`config.mk`:
```
export PLATFORM = sky130hd
export DESIGN_NAME = coef_loader
export DESIGN_NICKNAME = d
export VERILOG_FILES = /design/src/rtl/coef_loader.sv
export SDC_FILE = /design/constraint.sdc
export NUM_CORES = 1
export LEC_CHECK = 0
export ABC_AREA = 1
export BUFFER_PORTS_ARGS = -buffer_cell sky130_fd_sc_hd__buf_2
export CORE_MARGIN = 10
export CORE_UTILIZATION = 30
export DETAILED_ROUTE_END_ITERATION = 8
export GPL_TIMING_DRIVEN = 0
export PLACE_DENSITY = 0.53
export SYNTH_ARGS = -nofsm -noshare
export SYNTH_HDL_FRONTEND = slang
export SYNTH_SLANG_ARGS = --single-unit
```
`constraint.sdc`:
```
create_clock -name clk -period 1.2 [get_ports clk]
set_input_delay 0.06 -clock clk [delete_from_list [all_inputs] [get_ports clk]]
set_output_delay 0.06 -clock clk [all_outputs]
set_load 0.1 [all_outputs]
```
`src/rtl/coef_loader.sv`:
```
// Fetches one WORDS-long coefficient block from memory and writes it into the ANN buffer.
// One read outstanding at a time: 2+L cycles per word; a timed-out read parks in ERR until rst.
module coef_loader #(
  parameter int DATA_W  = 16,
  parameter int WORDS   = 64,
  parameter int ADDR_W  = 12,
  parameter int BASE0   = 0,
  parameter int BASE1   = 64,
  parameter int TIMEOUT = 255,
  localparam int IW     = $clog2(WORDS)
) (
  input  logic              clk,
  input  logic              rst,
  input  logic              request_coef,
  input  logic              coef_select,
  output logic              mem_rd,
  output logic [ADDR_W-1:0] mem_addr,
  input  logic [DATA_W-1:0] mem_rdata,
  input  logic              mem_rvalid,
  output logic              coef_wr,
  output logic [IW-1:0]     coef_addr,
  output logic [DATA_W-1:0] coef_data,
  output logic              image_weights_loaded,
  output logic              busy,
  output logic              err
);

  typedef enum logic [2:0] {IDLE, ISSUE, WAIT, WRITE, DONE, REARM, ERR} state_t;

  state_t              state_q;
  logic [IW-1:0]       idx_q;
  logic [ADDR_W-1:0]   base_q;
  logic [DATA_W-1:0]   data_q;
  logic [7:0]          tcnt_q;

  always_ff @(posedge clk) begin
    if (rst) begin
      state_q <= IDLE;
      idx_q   <= '0;
      base_q  <= '0;
      data_q  <= '0;
      tcnt_q  <= '0;
    end else begin
      case (state_q)
        IDLE: begin
          if (request_coef) begin
            base_q  <= coef_select ? ADDR_W'(BASE1) : ADDR_W'(BASE0);
            idx_q   <= '0;
            state_q <= ISSUE;
          end
        end
        ISSUE: begin
          tcnt_q  <= '0;
          state_q <= WAIT;
        end
        WAIT: begin
          // rvalid wins over the timeout on the final allowed cycle
          if (mem_rvalid) begin
            data_q  <= mem_rdata;
            state_q <= WRITE;
          end else if (tcnt_q == 8'(TIMEOUT - 1)) begin
            state_q <= ERR;
          end else begin
            tcnt_q <= tcnt_q + 8'd1;
          end
        end
        WRITE: begin
          if (idx_q == IW'(WORDS - 1)) begin
            state_q <= DONE;
          end else begin
            idx_q   <= idx_q + IW'(1);
            state_q <= ISSUE;
          end
        end
        DONE:    state_q <= REARM;
        // a level request left high must not start a second block
        REARM:   if (!request_coef) state_q <= IDLE;
        ERR:     state_q <= ERR;
        default: state_q <= IDLE;
      endcase
    end
  end

  assign mem_rd               = (state_q == ISSUE);
  assign mem_addr             = mem_rd ? (base_q + ADDR_W'(idx_q)) : '0;
  assign coef_wr              = (state_q == WRITE);
  assign coef_addr            = coef_wr ? idx_q : '0;
  assign coef_data            = coef_wr ? data_q : '0;
  assign image_weights_loaded = (state_q == DONE);
  assign busy                 = (state_q == ISSUE) || (state_q == WAIT) ||
                                (state_q == WRITE) || (state_q == DONE);
  assign err                  = (state_q == ERR);

endmodule
```
; Yosys cells after proc, flatten, opt, wreduce, memory -nomap -nowiden
; Index checks and enable logic that the tools add are counted.
[op_classes]
shifts = 0
n_mul = 0
bitwise_logic = 0
add_sub_neg = 3
n_lt_le_gt_ge = 0
n_mux = 16
eq_ne = 14
n_reduce_logical = 11
div_mod_pow = 0
[ops]
columns = op, n
row1 = one-hot mux 3 bit (7 select lines), 1
row2 = 2-to-1 mux 6 bit, 3
row3 = 2-to-1 mux 16 bit, 1
row4 = 2-to-1 mux 8 bit, 2
row5 = one-hot mux 8 bit (2 select lines), 1
row6 = 2-to-1 mux 3 bit, 5
row7 = adder 12 x 6 -> 12 bit, 1
row8 = 2-to-1 mux 12 bit, 1
row9 = one-hot mux 6 bit (2 select lines), 1
row10 = "inequality test 2 bit, second input constant", 5
row11 = "equality test 3 bit, second input constant", 3
row12 = AND reduction 3 bit, 3
row13 = "adder 8 x 1 -> 8 bit, second input constant", 1
row14 = "equality test 8 bit, second input constant", 1
row15 = 2-to-1 mux 7 bit, 1
row16 = "adder 6 x 1 -> 6 bit, second input constant", 1
row17 = "equality test 3 x 2 -> 1 bit, second input constant", 2
row18 = "equality test 6 bit, second input constant", 1
row19 = AND reduction 2 bit, 2
row20 = nonzero test 2 bit, 2
row21 = "equality test 3 x 1 -> 1 bit, second input constant", 1
row22 = zero test 3 bit, 1
row23 = logical OR 1 bit, 3
row24 = "inequality test 3 bit, second input constant", 1
[totals]
latchBits = 0
mem_bits_ro = 0
elab_cells = 49
register_bits = 45
memories = 0
ram_bits = 0
in_bits = 21

; Depth between registers and ports, before layout
[logic_depth]
ltp_word = 4
depth_mapped = 11
ltp_nobuf = 11

; Worst setup path after synthesis
; OpenSTA, ideal clock, no wires.
[synth_path]
path_kind = register to output
from = register state_q[0]
to = output port busy
t_arrival_ps = 2681
slack_ps = -1541
path_stages_with_launch = 5
n_path_buf = 0
required_time_ps = 1140
cell_sequence = dfxtp_1 inv_2 nand2_1 nor2_1 or3_1
[synth_via]
elab_cells_between_ends = 7
[synth_rtl]
columns = item, line
row1 = from (decl), 30  ; state_t state_q;
row2 = from (signal assigned), 38  ; state_q <= IDLE;
row3 = from (signal assigned), 49  ; state_q <= ISSUE;
row4 = from (signal assigned), 54  ; state_q <= WAIT;
row5 = equality test 3 bit, n/a
row6 = named net image_weights_loaded, 23  ; output logic image_weights_loaded,
row7 = logical OR 1 bit, 91  ; (state_q == WRITE) || (state_q == DONE);
row8 = to (decl), 24  ; output logic busy,
; The timed path passes the listed nets, and every way through them passes these cells.

; Final worst setup path
[layout_path]
from = register state_q[2]
to = output port busy
[layout_via]
elab_chain_cells = 4
elab_cells_between_ends = 7
[layout_lines]
columns = item, line
row1 = equality test 3 x 1 -> 1 bit / equality test 3 x 2 -> 1 bit (equally long branches), 90  ; assign busy = (state_q == ISSUE) || (state_q == WAIT) ||
row2 = logical OR 1 bit (2 in series), 90
row3 = logical OR 1 bit (*), 91
; Every way passes the cells marked *; elsewhere a longest branch is shown, timed or not.

==> summary.md <==
| Metric | Value |
|---|---|
| Status | finished, violations left |
| Failing checks | setup timing |
| Clock Latency Late Sink | 0.29 ns |
| Max-cap violations | 0 |
| Final setup viols | 66 |
| Pins Over Slew Limit | 0 |
| Chip Width | 98.49 µm |
| Vias per cell | 4.576 |
| CP max FO | 6 |
| Max Clock Freq | roughly 0.63 GHz |
| Cell with the most instances after synthesis | nor2_1 |
| Share of layout cells above drive strength 1 | a little over half |
| DRC Markers | 0 |
| Detailed placer's ending HPWL | between 4000 and 5000 µm |
| Seq cells post-synth | 34 |
| VDD IR max | between 1000 and 1500 µV |
| Setup ws final | -0.3930 ns |
| Synth cell types | 29 |
| Leading area contributor after synthesis | dfxtp_1 |
| Largest net degree at the start of global routing | 12 |
| Post-synth EDFFs | 0 |
| Routed vias | 2059 |
| Global-route wire length before repair | 10660 µm |
| Clk sinks | 34 |
| Core box area | 5956 µm² |
| Die Area | 9699 µm² |
| CP arrival | 1.53 ns |
| Tightest slew margin relative to the limit | roughly three fifths |
| Leak | 1.363 nW |
| Mapped Area | 1848 µm² |
| Register area share after synthesis | 36.83% |
| Final hold slack | 0.01560 ns |
| GP Congestion | around 0.8 |
| Post-Synth Adder-Cell Area | 2.031% |
| Max clock buf depth | 2 |
| Area growth, synth to finish | 98.85% |
| Startpoint types | flop |
| Post-place setup slack | -0.3999 ns |
| Worst min-delay path class | in -> reg |
| Unrepaired setup endpoints after global routing | true |
| Hold Vio Cnt, Final | 0 |
| Crit end category | output port |
| Synthesis warning total | 0 |
| DRT iter0 DRCs | ~80 |
| Drt wl/cell | 14.02 µm |
| Share of the synthesized area in the top cell type | 36.83% |
| Post-Synth Simple-Gate Area | 33.58% |
| Post-synthesis xor/xnor area fraction | 1.422% |
| First drt pass iteration count | 4 |
| Top cells by area, synth | dfxtp_1 37%, nor2_1 12%, nand2_1 7.9% |
| Crit path kind | reg -> out |
| Worst-margin pin slew | 0.6234 ns |
| Critical Path RT | 1.14 ns |
| Largest family of logic cells by synthesized area | simple AND/OR/NAND/NOR gates |
| Pwr Density | 1656 nW/µm² |
| TritonCTS Buffers | 5 |
| Async SR Flop Fraction | 0% |
| Ys flop type | dfxtp_1 |
| Total Nets Final | 398 |
| Row count | 28 |
| Post-DRT Antenna Nets | 0 |
| Clk pin slew, worst setup/hold paths | 0.07 ns |
| Clock Skew | 0.006159 ns |
| Most frequent cells after synthesis | 58 x nor2_1, 39 x nand2_1, 34 x dfxtp_1, 34 x inv_1, 29 x a21oi_1 |
| Synth Area in Compound Gates | 13.27% |
| Vias in the first global route | 2111 |
| Syn avg cell area | 6.648 µm² |
| Setup TNS | -14.83 ns |
| Total gr overflow | 0 |
| Final WL | 6311 µm |
| CTS HTree Levels | 2 |
| Initial antenna violation count | 0 |
| Tcrit/Tclk final | 132.8% |
| Initial Util | 31.03% |
| Mux contribution to synthesized area | 0% |
| # IOs | 60 |
| Total Routing Usage GR | 13.07% |
| Post-Synthesis Cells | roughly 280 |
| CTS tree | yes |
| Diodes inserted | 0 |
| Port Buf Inserts | 54 |
| Post-layout min period | 1.593 ns |
| Die Y | 98.49 µm |
| Root Driver | clkbuf_8 |
-- per-layer routing --
metal / global-route usage (%) / part of all wire, % / vias to the layer above
li1: - / - / 1050
met1: 15.07 / 41 / 948
met2: 22.64 / 52 / 55
met3: 3.980 / 6.1 / 6
met4: 3.859 / 1.3 / 0
met5: 0 / 0 / -
-- where the power goes --
part           total [mW]  leakage, nW  switching (mW)  internal [mW]
Clock               0.891       0.0515           0.428          0.462
Combinational        3.75         1.03            2.25           1.50
Sequential           1.45        0.281           0.138           1.31
-- cells in the final DEF, fill, tap and decap left out, types with 4 or more instances in the layout --
master,instances
nand3_4,4
nor2_4,37
dfxtp_4,6
o21ai_0,16
buf_2,21
a21oi_1,23
inv_2,4
nand2_2,9
nor2_2,4
nor2_1,21
buf_6,5
conb_1,5
clkbuf_8,8
buf_4,29
a21oi_2,6
nand3_2,4
buf_12,38
nand3_1,12
nand2_1,28
dfxtp_1,26
nand2_4,6
inv_1,30
-- critical path, cell delays in order (launching register included) --
cell and delay, ns:
dfxtp_4 0.38, inv_4 0.05, nand3_4 0.07, buf_12 0.15, inv_12 0.03, or3_4 0.39, buf_12 0.17
-- logic make-up (layout without fill, tap and decap cells) --
| kind of cell | count (synthesis) | count (layout) |
|---|---|---|
| adder cells (fa/ha/maj) | 3 | 3 |
| XOR/XNOR | 3 | 3 |
| buffers and inverters | 53 | 146 |
| flip-flops | 34 | 34 |
| AND/OR/NAND/NOR | 135 | 135 |
| other | 1 | 5 |
| AO/OA/AOI/OAI | 49 | 49 |
-- timing repair --
item                       in CTS  in global routing
hold buffers                    0                  0
gates resized for setup       186                 24
setup endpoints to repair      65                 66
setup buffers                  22                 10
pin swaps                      14                 11
gates cloned                    2                  0
-- sequential cells by signal, summed over array words and instances (netlist names) --
name	count
state_q	3
base_q	1
idx_q	6
data_q	16
tcnt_q	8
-- path summary, 6_finish.rpt --
path,slack [ns],startpoint,endpoint,cells after the start
worst max-delay path,-0.39,state_q[2]$_SDFFE_PP0P_,busy,6
worst min-delay path,0.02,rst,idx_q[2]$_SDFFE_PP0P_,2
worst min register to register,0.50,tcnt_q[3]$_SDFFE_PP0P_,tcnt_q[3]$_SDFFE_PP0P_,2
worst max register to register,-0.32,state_q[1]$_SDFFE_PP0P_,idx_q[5]$_SDFFE_PP0P_,10
-- area by class of cell --
class	count	area (µm²)
buffer	14	138.9
inverter	38	163.9
tap	75	93.84
timing repair buffer	86	1090
clock buffer	6	82.58
clock inverter	2	11.26
sequential	34	705.7
multi-input combinational	195	1389
fill	513	2281
-- stage by stage --
step           instance area [µm²]  cells  util (%)  total power, mW
2_1_floorplan                 2160    282         -            3.482
3_3_place_gp                  2524    411     42.37            3.878
3_5_place_dp                  2524    411     42.37            3.887
4_1_cts                       3528    442     59.24            5.703
5_1_grt                       3675    450     61.70            6.393
6_report                      3675    450     61.70            6.084
(Power assumes the default switching activity.)
